<file path="src/rtl/shift_pkg.sv">
// -----------------------------------------------------------------------------
// shift_pkg
// Shared definitions for the multi-cycle logarithmic shifter:
//   - datapath width and derived stage count
//   - operation encodings carried on the 2-bit op field
//   - controller state encoding
// -----------------------------------------------------------------------------
package shift_pkg;

    localparam int WIDTH  = 32;
    localparam int STAGES = $clog2(WIDTH);   // 16/8/4/2/1 -> 5 stages
    localparam int IDX_W  = 3;               // wide enough to hold STAGES-1

    localparam logic [1:0] OP_SLL  = 2'b00;
    localparam logic [1:0] OP_SRL  = 2'b01;
    localparam logic [1:0] OP_SRA  = 2'b10;
    localparam logic [1:0] OP_RSVD = 2'b11;  // reserved: operand passes through

    typedef enum logic [1:0] {
        ST_IDLE  = 2'b00,
        ST_SHIFT = 2'b01,
        ST_DONE  = 2'b10
    } state_e;

endpackage

</file>
<file path="src/rtl/shift_stage.sv">
// -----------------------------------------------------------------------------
// shift_stage
// One stage of a logarithmic shifter. Shifts acc by 2^idx when en is set,
// otherwise passes acc through unchanged. The controller reuses a single
// instance every cycle, stepping idx from the largest stage down to stage 0.
//
// Ports:
//   acc      in  [WIDTH-1:0]  value to shift
//   idx      in  [IDX_W-1:0]  stage number (shift distance is 2^idx)
//   en       in               stage enable (the matching shift-amount bit)
//   op       in  [1:0]        OP_SLL / OP_SRL / OP_SRA / OP_RSVD
//   sign     in               fill bit for SRA (captured from original operand)
//   shifted  out [WIDTH-1:0]  stage result
// -----------------------------------------------------------------------------
module shift_stage
    import shift_pkg::*;
(
    input  logic [WIDTH-1:0] acc,
    input  logic [IDX_W-1:0] idx,
    input  logic             en,
    input  logic [1:0]       op,
    input  logic             sign,
    output logic [WIDTH-1:0] shifted
);

    localparam int NSLOT = 2 ** IDX_W;

    // Candidate results for every idx value. Slots beyond the real stages
    // pass through so that an out-of-range idx can never corrupt the data.
    logic [WIDTH-1:0] sll_c [NSLOT];
    logic [WIDTH-1:0] srl_c [NSLOT];
    logic [WIDTH-1:0] sra_c [NSLOT];

    generate
        for (genvar gi = 0; gi < NSLOT; gi++) begin : g_slot
            if (gi < STAGES) begin : g_real
                localparam int SH = 1 << gi;
                assign sll_c[gi] = {acc[WIDTH-1-SH:0], {SH{1'b0}}};
                assign srl_c[gi] = {{SH{1'b0}}, acc[WIDTH-1:SH]};
                assign sra_c[gi] = {{SH{sign}}, acc[WIDTH-1:SH]};
            end else begin : g_pass
                assign sll_c[gi] = acc;
                assign srl_c[gi] = acc;
                assign sra_c[gi] = acc;
            end
        end
    endgenerate

    always_comb begin
        shifted = acc;
        if (en) begin
            case (op)
                OP_SLL:  shifted = sll_c[idx];
                OP_SRL:  shifted = srl_c[idx];
                OP_SRA:  shifted = sra_c[idx];
                default: shifted = acc;
            endcase
        end
    end

endmodule

</file>
<file path="src/rtl/shift_sequencer.sv">
// -----------------------------------------------------------------------------
// shift_sequencer
// Multi-cycle controller for a 32-bit logarithmic shifter. A request is taken
// over the in_valid/in_ready handshake, the 16/8/4/2/1 stages are applied one
// per clock through a single shift_stage instance, and the result is held on
// z until the consumer takes it over out_valid/out_ready.
//
// Ports:
//   clk        in         rising-edge clock
//   rst_n      in         asynchronous active-low reset
//   in_valid   in         request valid
//   in_ready   out        request can be accepted (IDLE only)
//   op         in  [1:0]  00 SLL, 01 SRL, 10 SRA, 11 pass-through
//   x          in  [31:0] operand
//   shamt      in  [4:0]  shift amount
//   out_valid  out        result valid (DONE only)
//   out_ready  in         consumer accepts result
//   z          out [31:0] result, stable while out_valid is high
//   busy       out        high in SHIFT or DONE
//
// Build option:
//   SHIFT_SEQ_EARLY_EXIT_EN  when defined, SHIFT ends as soon as the remaining
//                            lower shift-amount bits are all zero. Results are
//                            identical; only latency changes.
//
// All outputs come straight from registers; nothing combinational runs from
// an input port to an output port.
// -----------------------------------------------------------------------------
module shift_sequencer
    import shift_pkg::*;
(
    input  logic             clk,
    input  logic             rst_n,
    input  logic             in_valid,
    output logic             in_ready,
    input  logic [1:0]       op,
    input  logic [WIDTH-1:0] x,
    input  logic [4:0]       shamt,
    output logic             out_valid,
    input  logic             out_ready,
    output logic [WIDTH-1:0] z,
    output logic             busy
);

    state_e           state_reg;
    logic [WIDTH-1:0] acc_reg;
    logic [4:0]       amt_reg;
    logic [1:0]       op_q_reg;
    logic             sign_q_reg;
    logic [IDX_W-1:0] idx_reg;
    logic             in_ready_reg;
    logic             out_valid_reg;
    logic             busy_reg;
    logic [WIDTH-1:0] z_reg;

    logic [WIDTH-1:0] stage_out;
    logic             stage_en;
    logic             last_stage;

    // Shift-amount bit for the current stage; zero when idx is past the top.
    assign stage_en = |(amt_reg & (5'd1 << idx_reg));

    shift_stage u_stage (
        .acc     (acc_reg),
        .idx     (idx_reg),
        .en      (stage_en),
        .op      (op_q_reg),
        .sign    (sign_q_reg),
        .shifted (stage_out)
    );

`ifdef SHIFT_SEQ_EARLY_EXIT_EN
    // Stop once no lower stage has work left. For idx==0 the mask is empty,
    // so the final stage always terminates the sequence.
    logic [4:0] low_mask;
    assign low_mask   = (5'd1 << idx_reg) - 5'd1;
    assign last_stage = ((amt_reg & low_mask) == 5'd0);
`else
    assign last_stage = (idx_reg == '0);
`endif

    always_ff @(posedge clk or negedge rst_n) begin
        if (!rst_n) begin
            state_reg     <= ST_IDLE;
            acc_reg       <= '0;
            amt_reg       <= '0;
            op_q_reg      <= '0;
            sign_q_reg    <= 1'b0;
            idx_reg       <= '0;
            in_ready_reg  <= 1'b1;
            out_valid_reg <= 1'b0;
            busy_reg      <= 1'b0;
            z_reg         <= '0;
        end else begin
            case (state_reg)
                ST_IDLE: begin
                    if (in_valid && in_ready_reg) begin
                        acc_reg      <= x;
                        amt_reg      <= shamt;
                        op_q_reg     <= op;
                        // SRA fill comes from the original operand only,
                        // never from the partially shifted accumulator.
                        sign_q_reg   <= x[WIDTH-1];
                        idx_reg      <= IDX_W'(STAGES - 1);
                        state_reg    <= ST_SHIFT;
                        in_ready_reg <= 1'b0;
                        busy_reg     <= 1'b1;
                    end
                end

                ST_SHIFT: begin
                    acc_reg <= stage_out;
                    if (last_stage) begin
                        state_reg     <= ST_DONE;
                        out_valid_reg <= 1'b1;
                        z_reg         <= stage_out;
                    end else begin
                        idx_reg <= idx_reg - 1'b1;
                    end
                end

                ST_DONE: begin
                    // z_reg is untouched here, so it holds under backpressure.
                    if (out_ready) begin
                        state_reg     <= ST_IDLE;
                        out_valid_reg <= 1'b0;
                        in_ready_reg  <= 1'b1;
                        busy_reg      <= 1'b0;
                    end
                end

                default: begin
                    state_reg     <= ST_IDLE;
                    out_valid_reg <= 1'b0;
                    in_ready_reg  <= 1'b1;
                    busy_reg      <= 1'b0;
                end
            endcase
        end
    end

    assign in_ready  = in_ready_reg;
    assign out_valid = out_valid_reg;
    assign busy      = busy_reg;
    assign z         = z_reg;

endmodule

</file>
<file path="config.mk">
export PLATFORM = sky130hd
export DESIGN_NAME = shift_sequencer
export DESIGN_NICKNAME = d
export VERILOG_FILES = /design/src/rtl/shift_pkg.sv /design/src/rtl/shift_stage.sv /design/src/rtl/shift_sequencer.sv
export SDC_FILE = /design/constraint.sdc
export NUM_CORES = 1
export LEC_CHECK = 0
export CORE_UTILIZATION = 51
export CTS_CLUSTER_SIZE = 16
export DETAILED_ROUTE_END_ITERATION = 8
export DONT_BUFFER_PORTS = 1
export GPL_ROUTABILITY_DRIVEN = 0
export PLACE_DENSITY = 0.69
export SLEW_MARGIN = 20
export SYNTH_ARGS = -nofsm -noshare
export SYNTH_HDL_FRONTEND = slang
export SYNTH_SLANG_ARGS = --single-unit
</file>
<file path="constraint.sdc">
create_clock -name clk -period 4.82 [get_ports clk]
set_clock_uncertainty 0.1 [all_clocks]
set_input_delay 0.964 -clock clk [delete_from_list [all_inputs] [get_ports clk]]
set_output_delay 0.964 -clock clk [all_outputs]
set_load 0.02 [all_outputs]
</file>
==> impl_metrics.toml <==
[timing]
post-route-min-period_ns = 3.44
layout_worst_path_cycle_share_pct = 71.3
rsz0062_at_grt = "no"
layout_setup_ws_ns = 1.38
final-hold-violation-count = 0
finalMaxSlewViolations = 0
max_slew_margin_pct = 26.6
worst_pin_slew_ns = 1.09
setup-tns-final_ns = 0
clock.fmax_ghz = 0.291
setup_viol = 0

[global_routing]
grt_first_pass_wirelength_mm = 32.7
grt_use_total_pct = 32.6
grt-ovfl-total = 0
grt_max_degree = 81
grt_pass1_vias = 5706
antenna_found_initial = 0

[clock_network]
ctsResizeCount = 0
cts.reportedPaths.clkPinSlew_ns = 0.07
numClockSinks = 80
cts-root-buf = "clkbuf_16"
cts_tree = "yes"
clock_path_buffers = 2
worst_skew_pair.late_latency_ns = 0.36
cts_made_buffers = 9
cts_setup_buffers = 0
cts_hold_buf = 0
h-tree-depth = 3

[logic_synthesis]
post_synth.cell_area_avg_um2 = 8.76
ys_types = 66
synthesis.area_um2 = 6560
synth_area_leaders = "dfrtp_1 (30%), mux4_2 (16%), nand2_1 (8.2%)"
ys_warn_count = 0
synth_edf_count = 0
ys.flop_type = "dfrtp_1"
synth.top_cell.area_share_pct = 30.2
synth_top_area_cell = "dfrtp_1"
synth_common_cells = "nand2_1 (143), dfrtp_1 (79), o21ai_0 (60)"
synth_cells = 748
yosysSeqAreaShare_pct = 30.6
async_reset_ff_share_pct = 100
synthesis.nets = 796
ys_ff_latch = 80
synth_most_common_cell = "nand2_1"

[layout]
antenna_cells = 0
fillCellCount = 1171
layout-drive-gt1-share_pct = 14.9
synthToLayoutAreaGrowth_pct = 2.56
fin_nets = 726

[status]
status = "complete, no violations"

[worst_setup_path]
worst-setup-path-type = "flip-flop to flip-flop"
cp_max_fo = 34
r2r_slack_ns = 1.38
crit_start = "idx_reg[0]$_DFFE_PN0P_"
worst_ep_arrival_time_ns = 3.63
reg2reg_to = "acc_reg[27]$_DFFE_PN0P_"
crit_required_ns = 5.01
r2r_start = "idx_reg[0]$_DFFE_PN0P_"
start_kind = "flip-flop"
worstRegToRegCells = 8
end_kind = "flip-flop"

[power_and_ir_drop]
pwr-share-comb_pct = 56.0
p_clk_share_pct = 13.3
p_leak_nw = 2.67
p_int_mw = 2.98
switching_power_mw = 3.04
seq_power_share_pct = 30.7
ir_drop_uv = 420
power_per_cell_area_nw_per_um2 = 895
switching_share_pct = 50.5

[floorplan]
fp.dieW_um = 115
rows = 41
dieArea_um2 = 13300
core-area_um2 = 12600
pin_count = 78
start_util_pct = 52.2
die_y_um = 115

[flow_run]
cap_violations = 0

[placed_design]
dpl.hpwl_mm = 13.1
portBuffers = 0
dp_slack_ns = 1.50

[route]
ant_nets = 0
wl_per_cell_um = 24.0
drt-pass1-iter-count = 6
route.vias.total = 6064
drcViolationCount = 0
via_per_inst = 7.09
wl_mm = 20.5
drtIter0Drc = 862

[min_path]
min_path_type = "input pin to async pin"
## worst max-delay path, cell delays in order (launching register included)
cell and delay (ns):
dfrtp_4 0.72, inv_2 0.20, ha_1 0.25, a222oi_1 0.47, o32a_2 0.58, nor2_2 0.13
nor2_1 0.62, a22oi_1 0.20, nand2_1 0.10
## layout make-up
class	instances	area [um^2]	share of cell area [%]
sequential	80	2010	29.9
clock buffer	9	225	3.35
inverter	7	28.8	0.428
timing repair buffer	11	82.6	1.23
tap	172	215	3.20
multi-input combinational	569	4040	60.1
clock inverter	7	120	1.79
## power by group through the flow
stage / Sequential, mW / Combinational [mW] / Clock, mW
floorplan: 1.28 / 3.15 / 0
global placement: 1.79 / 3.22 / 0
detailed placement: 1.81 / 3.28 / 0
CTS: 1.80 / 3.31 / 0.812
global route: 1.89 / 3.66 / 0.843
finish: 1.85 / 3.37 / 0.801
## kinds of logic (layout without fill, tap and decap cells)
group | after synthesis | in the layout | share of synthesized area (%)
muxes | 65 | 65 | 19.0
buffers and inverters | 99 | 34 | 7.98
and+or+nand+nor | 256 | 256 | 16.7
xor gates and xnor gates | 2 | 2 | 0.267
DFF | 80 | 80 | 30.6
AOI/OAI and AO/OA | 241 | 241 | 24.5
adders and majority gates | 5 | 5 | 0.954
## how the worst max path moves through the flow
stage                                         end  cells past startpoint  slack, ns
after floorplan                 z[13]$_DFFE_PN0P_                     10       2.37
after global placement    acc_reg[30]$_DFFE_PN0P_                      8       1.67
after detailed placement  acc_reg[30]$_DFFE_PN0P_                      8       1.50
after CTS                 acc_reg[27]$_DFFE_PN0P_                      8       1.47
final                     acc_reg[27]$_DFFE_PN0P_                      8       1.38
after global routing      acc_reg[30]$_DFFE_PN0P_                      8       1.09
## cells in the final DEF, fill, tap and decap left out, types with 3 or more instances in the layout
master | synthesis | layout
a32o_1 | 3 | 3
nand3_1 | 11 | 10
nor2b_1 | 8 | 8
a221oi_1 | 3 | 3
mux2i_1 | 15 | 15
bufinv_16 | 0 | 3
a31oi_1 | 20 | 20
a22oi_1 | 24 | 24
dfrtp_1 | 79 | 76
o21ai_2 | 3 | 3
a221o_1 | 4 | 4
ha_1 | 5 | 5
a32oi_1 | 4 | 4
buf_4 | 11 | 11
nor2_1 | 58 | 57
o21ai_0 | 60 | 60
mux4_2 | 47 | 47
o22ai_1 | 9 | 9
o21ai_1 | 12 | 12
a22oi_2 | 4 | 4
and3_1 | 9 | 9
nor3_1 | 7 | 7
a21oi_1 | 40 | 40
a22o_1 | 8 | 8
nand3b_1 | 4 | 4
o21a_1 | 4 | 4
nand2b_1 | 6 | 6
o211ai_1 | 9 | 9
clkbuf_16 | 0 | 9
nand2_1 | 143 | 143
a21o_1 | 7 | 7
a311oi_1 | 8 | 8
inv_1 | 4 | 4
## routing by layer
metal,track usage [%],up-vias,routed length (um)
met2,47.6,464,9080
met5,0,-,0
met1,45.0,2896,8180
li1,-,2619,-
met4,13.8,0,707
met3,9.91,85,2530
## stage by stage
stage,utilization (%),std cells,hold WS [ns],instance area (um^2),power [mW]
final,53.5,855,0.197,6720,6.02
after global routing,53.5,855,0.187,6720,6.39
after CTS,53.5,855,0.189,6720,5.92
after detailed placement,50.7,839,0.376,6380,5.10
after global placement,50.7,839,0.373,6380,5.01
after floorplan,-,748,0.345,6560,4.43
Note: power is estimated with default switching activity, not from simulation.
